[src/rtl/bit_plane_pkg.sv]
// Shared constants and types for the bit-plane serializer and its storage banks.
package bit_plane_pkg;

    localparam int M          = 32;
    localparam int N          = 32;
    localparam int SLOT_W     = 5;
    localparam int WORD_IDX_W = $clog2(M);

    typedef enum logic [1:0] {
        BANK_EMPTY,
        BANK_FILLING,
        BANK_FULL,
        BANK_STREAMING
    } bank_state_e;

    typedef logic [M-1:0] plane_t;
    typedef logic [N-1:0] word_t;

endpackage

[src/rtl/bit_plane_bank.sv]
// One frame of storage: written a word at a time, read a bit plane at a time.
module bit_plane_bank
    import bit_plane_pkg::*;
(
    input  logic                  clk,
    input  logic                  wr_en_i,
    input  logic [WORD_IDX_W-1:0] wr_idx_i,
    input  word_t                 wr_word_i,
    input  logic [SLOT_W-1:0]     rd_plane_i,
    output plane_t                rd_data_o
);

    word_t mem_q [M];

    always_ff @(posedge clk) begin
        if (wr_en_i) begin
            mem_q[wr_idx_i] <= wr_word_i;
        end
    end

    // Plane read is a transpose: column gi of the plane is bit rd_plane_i of word gi.
    generate
        for (genvar gi = 0; gi < M; gi++) begin : g_col
            assign rd_data_o[gi] = mem_q[gi][rd_plane_i];
        end
    endgenerate

endmodule

[src/rtl/bit_plane_serializer.sv]
// Word-stream to bit-plane serializer locked to the adder's free-running 32-slot counter.
// Define BIT_PLANE_PINGPONG_EN for two banks (fill one while the other streams); default is one bank.
module bit_plane_serializer
    import bit_plane_pkg::*;
(
    input  logic              clk,
    input  logic              rst,
    input  logic [N-1:0]      s_word,
    input  logic              s_valid,
    output logic              s_ready,
    output logic [M-1:0]      data_bits,
    output logic [SLOT_W-1:0] plane_idx,
    output logic              frame_active,
    output logic              frame_start
);

`ifdef BIT_PLANE_PINGPONG_EN
    localparam int NUM_BANKS = 2;
`else
    localparam int NUM_BANKS = 1;
`endif
    localparam logic PINGPONG = (NUM_BANKS == 2);

    logic [SLOT_W-1:0]     slot_q, slot_d;
    logic [WORD_IDX_W-1:0] word_cnt_q, word_cnt_d;
    logic                  wr_sel_q, wr_sel_d;
    logic                  rd_sel_q, rd_sel_d;
    bank_state_e           state_q [NUM_BANKS];
    bank_state_e           state_d [NUM_BANKS];
    plane_t                bank_plane [NUM_BANKS];
    plane_t                data_bits_q, data_bits_d;
    logic                  active_q, active_d;
    logic                  start_q, start_d;

    logic        xfer, last_word, last_slot, free_bank, start_frame, cand_sel;
    bank_state_e wr_state, rd_state, cand_state;
    plane_t      cand_plane;

    generate
        for (genvar gi = 0; gi < NUM_BANKS; gi++) begin : g_bank
            bit_plane_bank u_bank (
                .clk        (clk),
                .wr_en_i    (xfer && (wr_sel_q == 1'(gi))),
                .wr_idx_i   (word_cnt_q),
                .wr_word_i  (s_word),
                .rd_plane_i (slot_d),
                .rd_data_o  (bank_plane[gi])
            );
        end
    endgenerate

    always_comb begin
        wr_state  = (PINGPONG && wr_sel_q) ? state_q[NUM_BANKS-1] : state_q[0];
        rd_state  = (PINGPONG && rd_sel_q) ? state_q[NUM_BANKS-1] : state_q[0];
        s_ready   = (wr_state == BANK_EMPTY || wr_state == BANK_FILLING) && !rst;
        xfer      = s_valid && s_ready;
        last_word = (word_cnt_q == WORD_IDX_W'(M-1));
        last_slot = (slot_q == SLOT_W'(N-1));

        // On the edge into slot 0 the streaming bank retires and the next bank in load order
        // gets its chance to start, so back-to-back frames need no idle slot.
        free_bank  = last_slot && (rd_state == BANK_STREAMING);
        cand_sel   = free_bank ? (rd_sel_q ^ PINGPONG) : rd_sel_q;
        cand_state = (PINGPONG && cand_sel) ? state_q[NUM_BANKS-1] : state_q[0];
        cand_plane = (PINGPONG && cand_sel) ? bank_plane[NUM_BANKS-1] : bank_plane[0];
        start_frame = last_slot && (cand_state == BANK_FULL);

        slot_d     = slot_q + 1'b1;
        word_cnt_d = word_cnt_q;
        if (xfer) begin
            word_cnt_d = last_word ? '0 : word_cnt_q + 1'b1;
        end
        wr_sel_d = wr_sel_q ^ (PINGPONG && xfer && last_word);
        rd_sel_d = cand_sel;

        for (int b = 0; b < NUM_BANKS; b++) begin
            state_d[b] = state_q[b];
            if (xfer && (wr_sel_q == 1'(b))) begin
                state_d[b] = last_word ? BANK_FULL : BANK_FILLING;
            end else if (start_frame && (cand_sel == 1'(b))) begin
                state_d[b] = BANK_STREAMING;
            end else if (free_bank && (rd_sel_q == 1'(b))) begin
                state_d[b] = BANK_EMPTY;
            end
        end

        // Banks are read one slot ahead so the registered plane lands in its own slot.
        active_d    = start_frame || (!last_slot && rd_state == BANK_STREAMING);
        data_bits_d = active_d ? cand_plane : '0;
        start_d     = start_frame;
    end

    always_ff @(posedge clk) begin
        if (rst) begin
            slot_q      <= '0;
            word_cnt_q  <= '0;
            wr_sel_q    <= 1'b0;
            rd_sel_q    <= 1'b0;
            data_bits_q <= '0;
            active_q    <= 1'b0;
            start_q     <= 1'b0;
            for (int b = 0; b < NUM_BANKS; b++) begin
                state_q[b] <= BANK_EMPTY;
            end
        end else begin
            slot_q      <= slot_d;
            word_cnt_q  <= word_cnt_d;
            wr_sel_q    <= wr_sel_d;
            rd_sel_q    <= rd_sel_d;
            data_bits_q <= data_bits_d;
            active_q    <= active_d;
            start_q     <= start_d;
            for (int b = 0; b < NUM_BANKS; b++) begin
                state_q[b] <= state_d[b];
            end
        end
    end

    assign data_bits    = data_bits_q;
    assign plane_idx    = slot_q;
    assign frame_active = active_q;
    assign frame_start  = start_q;

endmodule

[config.mk]
export PLATFORM = sky130hd
export DESIGN_NAME = bit_plane_serializer
export DESIGN_NICKNAME = d
export VERILOG_FILES = /design/src/rtl/bit_plane_pkg.sv /design/src/rtl/bit_plane_bank.sv /design/src/rtl/bit_plane_serializer.sv
export SDC_FILE = /design/constraint.sdc
export NUM_CORES = 1
export LEC_CHECK = 0
export ABC_AREA = 0
export BUFFER_PORTS_ARGS = -buffer_cell sky130_fd_sc_hd__buf_2
export CAP_MARGIN = 0
export CORE_MARGIN = 4
export CORE_UTILIZATION = 25
export DETAILED_ROUTE_END_ITERATION = 6
export PLACE_DENSITY = 0.36
export SLEW_MARGIN = 25
export SYNTH_ARGS = -nofsm -noshare
export SYNTH_HDL_FRONTEND = slang
export SYNTH_SLANG_ARGS = --single-unit
[constraint.sdc]
create_clock -name clk -period 6.8 [get_ports clk]
set_input_delay 1.02 -clock clk [delete_from_list [all_inputs] [get_ports clk]]
set_output_delay 1.02 -clock clk [all_outputs]
set_load 0.005 [all_outputs]
Word-level counts from Yosys, hierarchy flattened
Memories as Yosys holds them, arrays and structs flattened.
Cells that the tools add are included.
{"block": "classes", "add_sub_neg": 2, "n_eq_ne": 5, "n_lt_le_gt_ge": 1, "bitwise_logic": 1, "n_reduce_logical": 12, "mux": 76}
{"cell": "binary-select mux 1 bit (select 5 bit)", "n": 32}
{"cell": "2-to-1 mux 1 bit", "n": 38}
{"cell": "adder 5 x 1 -> 5 bit (second input constant)", "n": 2}
{"cell": "equality test 5 bit (second input constant)", "n": 2}
{"cell": "2-to-1 mux 2 bit", "n": 5}
{"cell": "less-than comparator 5 x 6 -> 1 bit (second input constant)", "n": 1}
{"cell": "logical AND 1 bit", "n": 5}
{"cell": "2-to-1 mux 5 bit", "n": 1}
{"cell": "equality test 2 bit (second input constant)", "n": 2}
{"cell": "OR reduction 2 bit", "n": 2}
{"cell": "equality test 2 x 1 -> 1 bit (second input constant)", "n": 1}
{"cell": "logical NOT 1 bit", "n": 2}
{"cell": "logical NOT 2 bit", "n": 1}
{"cell": "logical OR 1 bit", "n": 2}
{"cell": "NOT 1 bit", "n": 1}
{"block": "word_totals", "elab_cells": 104, "n_memories": 2, "input_bits": 35, "regBits": 44, "ram_bits": 1026, "output_inout_bits": 40}
{"name": "g_bank[0].u_bank.mem_q", "depth": 32, "width": 32, "read_ports": 32, "rd_ports_with_merged_regs": 0, "write_ports": 1, "line": "bit_plane_bank.sv:13", "text": "word_t mem_q [M];"}
{"name": "state_q", "depth": 1, "width": 2, "read_ports": 1, "rd_ports_with_merged_regs": 0, "write_ports": 1, "line": "bit_plane_serializer.sv:28", "text": "bank_state_e state_q [NUM_BANKS];"}

Depth between registers and ports, before layout
Gate-level depths: netlist (run 1).
An unclocked memory read counts as a cell.
{"block": "depth", "word_depth": 7, "mapped_depth": 9, "ltp_nobuf": 9}

Hierarchy
A second synthesis (run 1) with hierarchy kept.
{"block": "unflattened", "cells_unflattened": 2354, "area_unflattened_um2": 41323.4}
{"module": "bit_plane_bank", "seq_area_each_um2": 30749.5, "area_per_inst_um2": 39875.7, "instances": 1, "cells_per_inst": 2228}
{"module": "bit_plane_serializer", "seq_area_each_um2": 920.9, "area_per_inst_um2": 1447.6, "instances": 1, "cells_per_inst": 126}

Worst setup path before layout (run 1)
OpenSTA, ideal clock, no wires.
{"block": "synth_timing", "path_kind": "in2reg", "start": "input rst", "end": "memory g_bank[0].u_bank.mem_q[15][0] in the netlist's numbering, enable pin", "cell_stages": 3, "n_path_buf": 0, "setup_slack_ns": 3.403, "arrival_time_ns": 2.976, "required_time_ns": 6.379, "path_cell_list": "nor3b_2 > nand2_1 > nor2_1"}
{"block": "synth_via", "elab_chain_len": 5}
{"element": "from (decl)", "line": "bit_plane_serializer.sv:7", "text": "input logic rst,"}
{"element": "logical NOT 1 bit", "line": "bit_plane_serializer.sv:55", "text": "s_ready = (wr_state == BANK_EMPTY || wr_state == BANK_FILLING) && !rst;"}
{"element": "logical AND 1 bit", "line": "bit_plane_serializer.sv:55"}
{"element": "logical AND 1 bit", "line": "bit_plane_serializer.sv:56", "text": "xfer = s_valid && s_ready;"}
{"element": "2-to-1 mux 1 bit", "line": "bit_plane_bank.sv:16", "text": "if (wr_en_i) begin"}
{"element": "2-to-1 mux 1 bit (implied by the code)", "line": "bit_plane_bank.sv:17", "text": "mem_q[wr_idx_i] <= wr_word_i;"}
{"element": "to (decl)", "line": "bit_plane_bank.sv:13"}
Every way passes these cells.

Worst setup path after layout (run 1)
{"block": "layout_timing", "start": "register slot_q[0] (netlist: plane_idx[0])", "end": "register data_bits_q[19] (netlist: data_bits[19])"}
{"block": "layout_via", "elab_chain_len": 6}
{"element": "from (decl)", "line": "bit_plane_serializer.sv:24", "text": "logic [SLOT_W-1:0] slot_q, slot_d;"}
{"element": "from (signal assigned)", "line": "bit_plane_serializer.sv:106", "text": "slot_q <= slot_d;"}
{"element": "branches (longest 6 deep; another with adder 5 x 1 -> 5 bit)"}
{"element": "to (signal assigned)", "line": "bit_plane_serializer.sv:110", "text": "data_bits_q <= data_bits_d;"}
{"element": "to (decl)", "line": "bit_plane_serializer.sv:31", "text": "plane_t data_bits_q, data_bits_d;"}
Parallel ways; which one is timed is not known. The select of a mux whose other input is x is not followed.
A chain may end at the register's enable or synchronous reset.

==> results of run 1 <==
-- sequential cells by signal, summed over array words and instances, names as in the netlist --
name,count
plane_idx,5
frame_active,1
data_bits,32
state_q,2
g_bank.u_bank.mem_q,1024
frame_start,1
word_cnt_q,5
-- metrics by stage --
| stage | setup WS, ns | instance area, µm² |
|---|---|---|
| final | 3.11 | 47700 |
| after global routing | 2.74 | 47700 |
| after CTS | 2.81 | 47600 |
| after detailed placement | 2.66 | 43700 |
| after global placement | 2.75 | 43700 |
| after floorplan | 3.40 | 40300 |
-- final timing paths --
| path | startpoint | end | slack [ns] | cells past startpoint |
|---|---|---|---|---|
| max | plane_idx[0] | data_bits[19] | 3.11 | 7 |
| max reg2reg | plane_idx[0] | data_bits[19] | 3.11 | 7 |
| min reg2reg | state_q[0][0] | state_q[0][1] | 0.54 | 1 |
| min | state_q[0][0] | state_q[0][1] | 0.54 | 1 |
-- cell families (layout without fill, tap and decap cells) --
kind of cell	after synthesis	after routing	share of synthesized area
simple gates	212	212	0.0256
mux	287	287	0.151
other cells	0	6	0
flops	1070	1070	0.785
xor+xnor	5	5	0.00127
compound gates	108	108	0.0223
buf+inv	100	381	0.0127
fa+ha+maj	7	7	0.00217
-- layout by cell type, fill, tap and decap left out, drive strengths merged, types with 2 or more instances in the layout --
master,synthesis,layout
nor2b,3,3
a211oi,33,33
and2,31,31
nor2,45,45
edfxtp,1024,1024
nand3b,5,5
nor3,32,32
a21oi,8,8
buf,57,151
bufinv,0,11
mux4,256,256
clkinv,0,48
nand4,2,2
dfxtp,46,46
or3b,2,2
a221oi,30,30
o21ai,3,3
nand2,79,79
inv,3,9
xor2,3,3
a32o,31,31
mux2i,31,31
diode,0,6
clkbuf,40,151
nand3,5,5
xnor2,2,2
ha,7,7
clkinvlp,0,11
and3,2,2
-- layout make-up --
cell class / count / share of cell area
sequential: 1070 / 0.664
multi-input combinational: 619 / 0.175
clock buffer: 151 / 0.0666
tap: 2160 / 0.0567
timing repair buffer: 151 / 0.0217
clock inverter: 76 / 0.0152
antenna: 6 / 0.000315
inverter: 3 / 0.000236
-- worst reg2reg max path: cells and delay by family (launching register included) --
family | cells | cell delay, ns
DFF | 1 | 0.72
AOI/OAI and AO/OA | 1 | 0.40
buffers and inverters | 2 | 1.12
and+or+nand+nor | 3 | 0.85
xor gates and xnor gates | 1 | 0.46
-- layer usage --
layer | vias up | part of all wire | wire length (µm)
li1 | 7961 | - | -
met1 | 10634 | 0.44 | 51800
met2 | 520 | 0.49 | 57700
met3 | 134 | 0.050 | 5820
met4 | 4 | 0.019 | 2260
met5 | - | 0.00023 | 27
-- power by group through the flow --
stage / registers, W / clock network, W / logic (W)
floorplan: 0.00738 / 0 / 0.000590
global route: 0.00724 / 0.00688 / 0.00109
finish: 0.00725 / 0.00638 / 0.00100
detailed placement: 0.00739 / 0 / 0.00105
global placement: 0.00739 / 0 / 0.00105
CTS: 0.00725 / 0.00659 / 0.00105
==> summary.txt, run 1 <==
STA
  • Hold_ws: 0.539 ns
  • Fmax: ~0.27 GHz
  • # setup viols final: 0
  • Sum Neg Setup Slack: 0 ns
  • Max-slew violations: 0
  • RSZ-0062 raised after global routing: no
  • Slew headroom: 0.329
  • Worst Clk Skew: 0.0228 ns
  • Final period utilization: 0.542
  • Slew of the pin with the lowest slew margin: around 1.0 ns
  • Hold Fails Final Rpt: 0
  • Tmin final: between 3 and 4 ns

GRT
  • Met3 usage: 0.0210
  • Largest net degree at the start of global routing: 89
  • Global route overflow: 0
  • First-pass GRT wire length: about 160000 µm
  • Met2 Resource Use GR: 0.234
  • Initial antenna violation count: 23
  • Layer with the highest usage: met2
  • Global routing usage on met1: 0.191
  • Number of global-route vias before repair: 20714
  • Total GRT Usage: 0.140

Clocking
  • CTS max path bufs: 3
  • Clk sink count: between 1000 and 1500
  • # Post-CTS Setup Buffers: 0
  • H-tree Lvls: 3
  • Total CTS buffers: ~120
  • Clk Latency, worst-skew pair: 0.73 ns
  • # hold bufs at CTS: 0
  • Gates resized, CTS repair: 0
  • CTS tree: built
  • Root Driver: clkbuf_16
  • Clk slew on worst S/H paths: 0.06 ns

Run status
  • Run status: finished clean

Synthesis
  • Post-Syn Instances: between 1500 and 2000
  • Synthesis-stage register bit count: ~1100
  • Sequential fraction of the synthesis area: 0.785
  • Synth area leader: edfxtp_1
  • Top-area cell type share of the netlist area: 0.762
  • Synth top cells by count: edfxtp_1, mux4_2, nand2_1
  • Synth cell types: 40
  • Async SR Flop Fraction: 0
  • Count leader, synth: edfxtp_1
  • Cell Area, Synth: between 40000 and 50000 µm²
  • Number of flops mapped to enable cells by yosys: between 1000 and 1500
  • Synthesized Nets: 1831
  • Ys Warns: 0
  • Largest cells by area after synthesis: edfxtp_1, mux4_2, dfxtp_1
  • Syn Area/Cell: around 23 µm²
  • Most common flop cell mapped by yosys: edfxtp_1

Worst setup path
  • Setup crit end kind: register
  • Cell breakdown of the critical path: buf_12, nand3_2, xor2_1, nand2_2, buf_4, a211oi_1, nor3_2
  • Critical path type: register to register
  • CP delay by family, top: buffers and inverters
  • Arr. time, crit path: 4.27 ns
  • Max stage delay on crit path: ~0.72 ns
  • Worst setup SP type: register
  • WP data required: around 7.4 ns
  • Slowest stage cell, crit path: dfxtp_4
  • CP bufs+invs: 2
  • Worst-path fanout max: 85

Hold path
  • Tightest Hold Check Type: register to register

Run
  • Max cap viols: 0

Final layout
  • Multi-input gate area: 8350 µm²
  • Share of cells above drive strength 1: 0.312
  • Area Growth Syn to Fin: 18.2%
  • Nets: about 2000
  • Final Core Density: 0.297
  • Final non-filler cell total: about 4200
  • Fill cells: between 15000 and 20000
  • Reg area: about 32000 µm²

Floorplanning
  • I/O pins: 75
  • Die Width: 410 µm
  • Die Ht: 410 µm
  • # rows: 147
  • Die area: about 170000 µm²
  • Core area: approximately 160000 µm²
  • Starting Density: 0.251

Power
  • Leakage: ~14 nW
  • Clock power frac: 0.436
  • Pint: ~0.011 W
  • Pwr Total: 0.0146 W
  • Net Switching: around 0.0033 W
  • PwrDens: between 300 and 400 nW/µm²
  • Switching Fraction: 0.225
  • Comb pwr share: 0.069
  • Worst vdd ir: around 0.19 mV
  • Sequential share of power: 0.495

Routing
  • DRT iter0 DRCs: 1808
  • Vias: roughly 19000
  • Wirelength, routed: about 120000 µm
  • DRC: 0
  • DRT Pass-1 Iters: 5
  • Vias per cell: between 4 and 5
  • Final ANT Viol Nets: 0
  • Avg WL per Cell: 27.8 µm

Place
  • Placed instance count: between 4000 and 5000
  • Dpl hpwl: around 55000 µm
  • Routability congestion estimate from global placement: 0.677
  • PortBufs: 74
(Power assumes the default switching activity.)
==> run 2: changes to the inputs <==
Settings changed: ABC_AREA 0 to 1, PLACE_DENSITY 0.36 to 0.37.
Clock period 6.8 ns to 3.06 ns, I/O delays scaled along.
==> run 2 against run 1 <==
Net effect: die area rose by 5.5%; via count rose by 42%; wire length rose by 20%; design area rose by 6.2%; utilization rose by 0.17 points; largest power group unchanged; highest routed layer unchanged.
==> summary.txt, run 2 <==
GRT
  • Number of global-route vias before repair: 26979 (+30%)
  • Initial antenna violation count: 17 (-26%)
  • Global route overflow: 0 (unchanged)
  • Largest net degree at the start of global routing: 145 (+63%)
  • Total GRT Usage: 0.158 (+0.0178)
  • First-pass GRT wire length: 202000 µm (+23%)

Final layout
  • Commonest non-fill, non-tap cell in the layout: nand2_1
  • Fill cells: 17235 (+9.8%)
  • Max FFs per register: 1024 (unchanged)
  • Most frequent cells in the layout: nand2_1, edfxtp_1, nand3_1, clkbuf_16, nor2_1
  • Multi-input gate area: 9910 µm² (+19%)
  • Share of cells above drive strength 1: 0.114 (-0.197)
  • Area Growth Syn to Fin: 18.9%
  • Reg area: 31700 µm² (unchanged)
  • Top reg by flops: g_bank.u_bank.mem_q
  • Nets: 3737 (+86%)

Power
  • Worst vdd ir: 0.410 mV (+120%)
  • PwrDens: 662 nW/µm² (+120%)
  • Leakage: 17.8 nW (+23%)
  • Pwr Total: 0.0335 W (+130%)

Floorplanning
  • Starting Density: 0.251 (about the same)
  • Die Width: 421 µm (+2.7%)
  • Die area: 177000 µm² (+5.5%)
  • I/O pins: 75 (unchanged)
  • # rows: 151 (+2.7%)
  • Core area: 169000 µm² (+5.5%)
  • Die Ht: 421 µm (+2.7%)

Synthesis
  • Top-area cell type share of the netlist area: 0.722 (-0.0402)
  • Synthesis-stage register bit count: 1070 (unchanged)
  • Synth top cells by count: nand2_1, edfxtp_1, nand3_1
  • Cell Area, Synth: 42600 µm² (+5.6%)
  • Mux cell area share after synthesis: 0 (-0.151)
  • Sequential fraction of the synthesis area: 0.744 (-0.0414)
  • Synth cell types: 22 (-45%)
  • XOR/XNOR Fraction of Synth Area: 0.000382 (-0.000890)
  • Syn Area/Cell: 11.9 µm² (-47%)
  • Ys Warns: 0 (unchanged)
  • Compound-cell area share of the yosys netlist: 0.00535 (-0.0169)
  • Number of flops mapped to enable cells by yosys: 1024 (unchanged)
  • Count leader, synth: nand2_1
  • Synthesized-area fraction occupied by adder cells: 0.00206 (-0.000114)
  • Async SR Flop Fraction: 0 (unchanged)
  • Synth area leader: edfxtp_1
  • Most common flop cell mapped by yosys: edfxtp_1
  • Synth Area in Simple Gates: 0.220 (+0.194)
  • Largest cells by area after synthesis: edfxtp_1, nand2_1, nand3_1
  • Post-Syn Instances: 3585 (+100%)
  • Synthesized Nets: 3627 (+98%)
  • Largest family of logic cells by synthesized area: simple AND/OR/NAND/NOR gates

Place
  • PortBufs: 74 (unchanged)
  • Pre-CTS setup slack: 0.579 ns (-2.08 ns)
  • Dpl hpwl: 73900 µm (+34%)
  • Routability congestion estimate from global placement: 0.710 (+4.9%)

Routing
  • Vias per cell: 4.53 (-0.39%)
  • DRC: 0 (unchanged)
  • DRT Pass-1 Iters: 5 (unchanged)
  • Final ANT Viol Nets: 0 (unchanged)
  • Avg WL per Cell: 23.4 µm (-16%)
  • Wirelength, routed: 141000 µm (+20%)
  • Vias: 27249 (+42%)
  • DRT iter0 DRCs: 1964 (+8.6%)

Hold path
  • Tightest Hold Check Type: primary input to register

STA
  • PnR worst setup slack: 0.617 ns (-2.49 ns)
  • Fmax: 0.409 GHz (+51%)
  • Tmin final: 2.44 ns (-1.25 ns)
  • Slew of the pin with the lowest slew margin: 0.968 ns (-0.0377 ns)
  • Slew headroom: 0.354 (+0.0251)
  • Final period utilization: 0.798 (+0.256)
  • RSZ-0062 raised after global routing: no
  • Max-slew violations: 0 (unchanged)
  • Hold Fails Final Rpt: 0 (unchanged)
  • # setup viols final: 0 (unchanged)
  • Worst Clk Skew: 0.0223 ns (-0.000499 ns)
  • Sum Neg Setup Slack: 0 ns (unchanged)

Worst setup path
  • Critical path type: register to register
  • Cell breakdown of the critical path: ha_4, nand2_1, nor2_1, ha_2, inv_1, nor3_1, inv_1, a21oi_4, buf_12, nand2_1, nor2_1
  • WP data required: 3.70 ns (-3.68 ns)
  • Arr. time, crit path: 3.08 ns (-1.19 ns)
  • CP delay by family, top: simple AND/OR/NAND/NOR gates
  • CP bufs+invs: 3 (+1)
  • Worst-path fanout max: 23 (-73%)
  • Worst setup SP type: register
  • Max stage delay on crit path: 0.40 ns (-0.32 ns)
  • R2R setup slack: 0.62 ns (-2.49 ns)
  • Setup crit end kind: register
  • Slowest stage cell, crit path: dfxtp_1

Clocking
  • Root Driver: clkbuf_16
  • Clk Latency, worst-skew pair: 0.72 ns (about the same)
  • # Post-CTS Setup Buffers: 0 (unchanged)
  • Total CTS buffers: 115 (-3.4%)
  • CTS tree: built
  • Clk slew on worst S/H paths: 0.06 ns (about the same)
  • Clk sink count: 1070 (unchanged)
  • Gates resized, CTS repair: 0 (unchanged)
  • H-tree Lvls: 3 (unchanged)
  • CTS max path bufs: 3 (unchanged)

Run status
  • Run status: finished clean

Run
  • Max cap viols: 0 (unchanged)
## run 2: cell count changes after synthesis, sizes merged, moves of 30 or more
| cell | delta |
|---|---|
| nand2 | +1214 |
| nand3 | +804 |
| mux4 | -256 |
| buf | +126 |
| nor2 | +68 |
| a211oi | -33 |
| a32o | -31 |
| and2 | -31 |
| mux2i | -31 |
| a221oi | -30 |
## run 2: path summary, 6_finish.rpt
| kind | from | endpoint | cells past startpoint |
|---|---|---|---|
| max | plane_idx[1] | data_bits[0] | 11 |
| min | s_word[17] | g_bank[0].u_bank.mem_q[26][17] | 1 |
| max reg2reg | plane_idx[1] | data_bits[0] | 11 |
| min reg2reg | word_cnt_q[1] | word_cnt_q[1] | 2 |
## run 2: final cells by class
class                           instances  share of cell area
Inverter                               22             0.00215
Tap cell                             2218              0.0548
Timing Repair Buffer                  217              0.0457
Clock inverter                         61              0.0116
Clock buffer                          158              0.0640
Sequential cell                      1070               0.626
Antenna cell                            4            0.000198
Multi-Input combinational cell       2269               0.196
## run 2: metrics by stage
step                instance area (µm²)   util  hold WS, ns  cells
floorplan                         42600      -        0.491   3585
global placement                  46800  0.276        0.523   5794
detailed placement                46800  0.276        0.520   5794
CTS                               50600  0.299       0.0494   6015
global route                      50600  0.299       0.0814   6016
finish                            50600  0.299        0.115   6019
## run 2: worst register-to-register path, stage by stage, from the launching register on
cell     delay, ns
dfxtp_1       0.40
ha_4          0.15
nand2_1       0.11
nor2_1        0.14
ha_2          0.19
inv_1         0.05
nor3_1        0.22
inv_1         0.15
a21oi_4       0.29
buf_12        0.26
nand2_1       0.23
nor2_1        0.19
## run 2: timing repair
item / in CTS / in global routing
setup endpoints to repair: 0 / 0
hold endpoints to repair: 2 / 0
hold buffers: 2 / 0
## run 2: layer usage
metal | part of all wire | GRT usage
met4 | 0.022 | 0.0430
met2 | 0.49 | 0.272
met3 | 0.033 | 0.0171
met1 | 0.45 | 0.210
met5 | 0.00023 | 0
## run 2: cells by family after synthesis
kind of cell               count (synthesis)
DFF                                     1070
buffers and inverters                    246
and+or+nand+nor                         2219
AOI/OAI and AO/OA                         42
adders and majority gates                  7
xor gates and xnor gates                   1
## run 2: power breakdown
part	total, W	internal, W	switching (W)
Sequential	0.0161	0.0161	0.0000170
Combinational	0.00330	0.000943	0.00235
Clock	0.0141	0.00816	0.00594
==> run 3: changes to the inputs <==
Settings changed: ABC_AREA 1 to 0, PLACE_DENSITY 0.37 to 0.36.
Clock period 3.06 ns to 2.37 ns, I/O delays scaled along.
==> run 3 against run 2 <==
Net effect: clock power rose by 26%; clock-buffer cell count fell by 6; clock skew rose by 0.0061 ns; critical path depth fell by 6; largest cell class unchanged.
==> summary.txt, run 3 (synthesized netlist as in run 1, its figures left out) <==
Clocking
  • CTS max path bufs: 3 (unchanged)
  • H-tree Lvls: 3 (unchanged)
  • Clk slew on worst S/H paths: 0.06 ns (about the same)
  • Clk Latency, worst-skew pair: 0.72 ns (about the same)
  • CTS tree: built
  • Total CTS buffers: 116 (+0.87%)
  • Clk sink count: 1070 (unchanged)
  • # Post-CTS Setup Buffers: 0 (unchanged)
  • Root Driver: clkbuf_16

GRT
  • Largest net degree at the start of global routing: 47 (-68%)
  • Number of global-route vias before repair: 20975 (-22%)
  • Global route overflow: 0 (unchanged)
  • Total GRT Usage: 0.142 (-0.0153)
  • Initial antenna violation count: 22 (+5)
  • First-pass GRT wire length: 168000 µm (-17%)

STA
  • Fmax: 0.428 GHz
  • Sum Neg Setup Slack: 0 ns (unchanged)
  • Worst Clk Skew: 0.0283 ns (+0.00606 ns)
  • Slew headroom: 0.459 (+0.105)
  • Tmin final: 2.34 ns
  • PnR worst setup slack: 0.0326 ns (-0.585 ns)
  • Slew of the pin with the lowest slew margin: 0.812 ns (-0.157 ns)
  • Hold Fails Final Rpt: 0 (unchanged)
  • RSZ-0062 raised after global routing: yes
  • Final period utilization: 0.986
  • Max-slew violations: 0 (unchanged)
  • # setup viols final: 0 (unchanged)

Routing
  • DRT iter0 DRCs: 1681 (-14%)
  • DRT Pass-1 Iters: 5 (unchanged)
  • Vias per cell: 4.53 (about the same)
  • DRC: 0 (unchanged)
  • Avg WL per Cell: 27.8 µm (+19%)
  • Wirelength, routed: 120000 µm (-15%)
  • Final ANT Viol Nets: 0 (unchanged)
  • Vias: 19554 (-28%)

Floorplanning
  • Die Width: 410 µm (-2.6%)
  • I/O pins: 75 (unchanged)
  • Die area: 168000 µm² (-5.2%)
  • Core area: 160000 µm² (-5.3%)
  • Die Ht: 410 µm (-2.6%)
  • # rows: 147 (-2.6%)
  • Starting Density: 0.251 (about the same)

Final layout
  • Final Core Density: 0.307 (+0.00792)
  • Max FFs per register: 1024 (unchanged)
  • Nets: 2098 (-44%)
  • Share of cells above drive strength 1: 0.335 (+0.221)
  • Area Growth Syn to Fin: 22.1%
  • Top reg by flops: g_bank.u_bank.mem_q
  • Final Instance Area: 49200 µm² (-2.7%)
  • Most frequent cells in the layout: edfxtp_1, mux4_2, clkbuf_16, buf_12, buf_4
  • Commonest non-fill, non-tap cell in the layout: edfxtp_1

Run
  • Max cap viols: 0 (unchanged)

Worst setup path
  • Critical path type: primary input to output pin
  • Worst-path fanout max: 9 (-61%)
  • Arr. time, crit path: 1.98 ns (-1.10 ns)
  • Worst setup SP type: primary input
  • WP data required: 2.01 ns (-1.69 ns)
  • Setup crit end kind: output pin

Place
  • DP Area: 45500 µm² (-2.8%)
  • PortBufs: 74 (unchanged)
  • Pre-CTS setup slack: -0.0513 ns (-0.630 ns)
  • Routability congestion estimate from global placement: 0.688 (-3.1%)
  • Dpl hpwl: 69700 µm (-5.7%)

Power
  • Leakage: 15.2 nW (-15%)
  • PwrDens: 851 nW/µm² (+29%)
  • Pwr Total: 0.0419 W (+25%)
  • Worst vdd ir: 0.565 mV (+38%)

Run status
  • Run status: finished clean

Hold path
  • Tightest Hold Check Type: primary input to register
-- run 3: power by group --
group,switching (W),internal [W],leakage (nW)
registers,0.0000178,0.0207,9.58
logic,0.00196,0.00139,3.77
clock network,0.00746,0.0103,1.82
-- run 3: worst paths after layout --
| check | depth (start not counted) | endpoint | start | slack [ns] |
|---|---|---|---|---|
| hold reg to reg | 1 | state_q[0][1] | state_q[0][0] | 0.53 |
| setup / recovery | 5 | s_ready | rst | 0.03 |
| hold / removal | 1 | g_bank[0].u_bank.mem_q[11][8] | s_word[8] | 0.12 |
| setup reg to reg | 7 | data_bits[10] | plane_idx[0] | 0.08 |
-- run 3: per-stage QoR --
| stage | cells | hold slack, ns |
|---|---|---|
| 6_report | 4318 | 0.124 |
| 5_1_grt | 4317 | 0.0901 |
| 4_1_cts | 4317 | 0.0641 |
| 3_5_place_dp | 4096 | 0.518 |
| 3_3_place_gp | 4096 | 0.516 |
| 2_1_floorplan | 1789 | 0.427 |
-- run 3: final cells by class --
class | count | area (µm²)
repair buffers | 246 | 2750
diodes | 1 | 2.50
clock buffers | 152 | 3110
clock inverters | 67 | 613
multi-input cells | 619 | 8360
well taps | 2160 | 2700
inverters | 3 | 15.0
fillers | 15616 | 111000
flip-flops and latches | 1070 | 31700
-- run 3: per-layer routing --
layer | vias to the layer above | global-route usage | part of all wire
li1 | 8128 | - | -
met1 | 10770 | 0.190 | 0.43
met2 | 509 | 0.241 | 0.50
met3 | 145 | 0.0233 | 0.049
met4 | 2 | 0.0393 | 0.022
met5 | - | 0 | 0.00011
-- run 3: what timing repair did --
action / CTS / global route
hold endpoints to repair: 6 / 0
setup endpoints to repair: 2 / 8
hold buffers: 2 / 0
resized for setup: 2 / 5
-- run 3: critical path, cell delays in order --
cell           delay (ns)
dlygate4sd3_1        0.60
buf_2                0.21
buf_4                0.19
nor2_1               0.40
buf_2                0.21
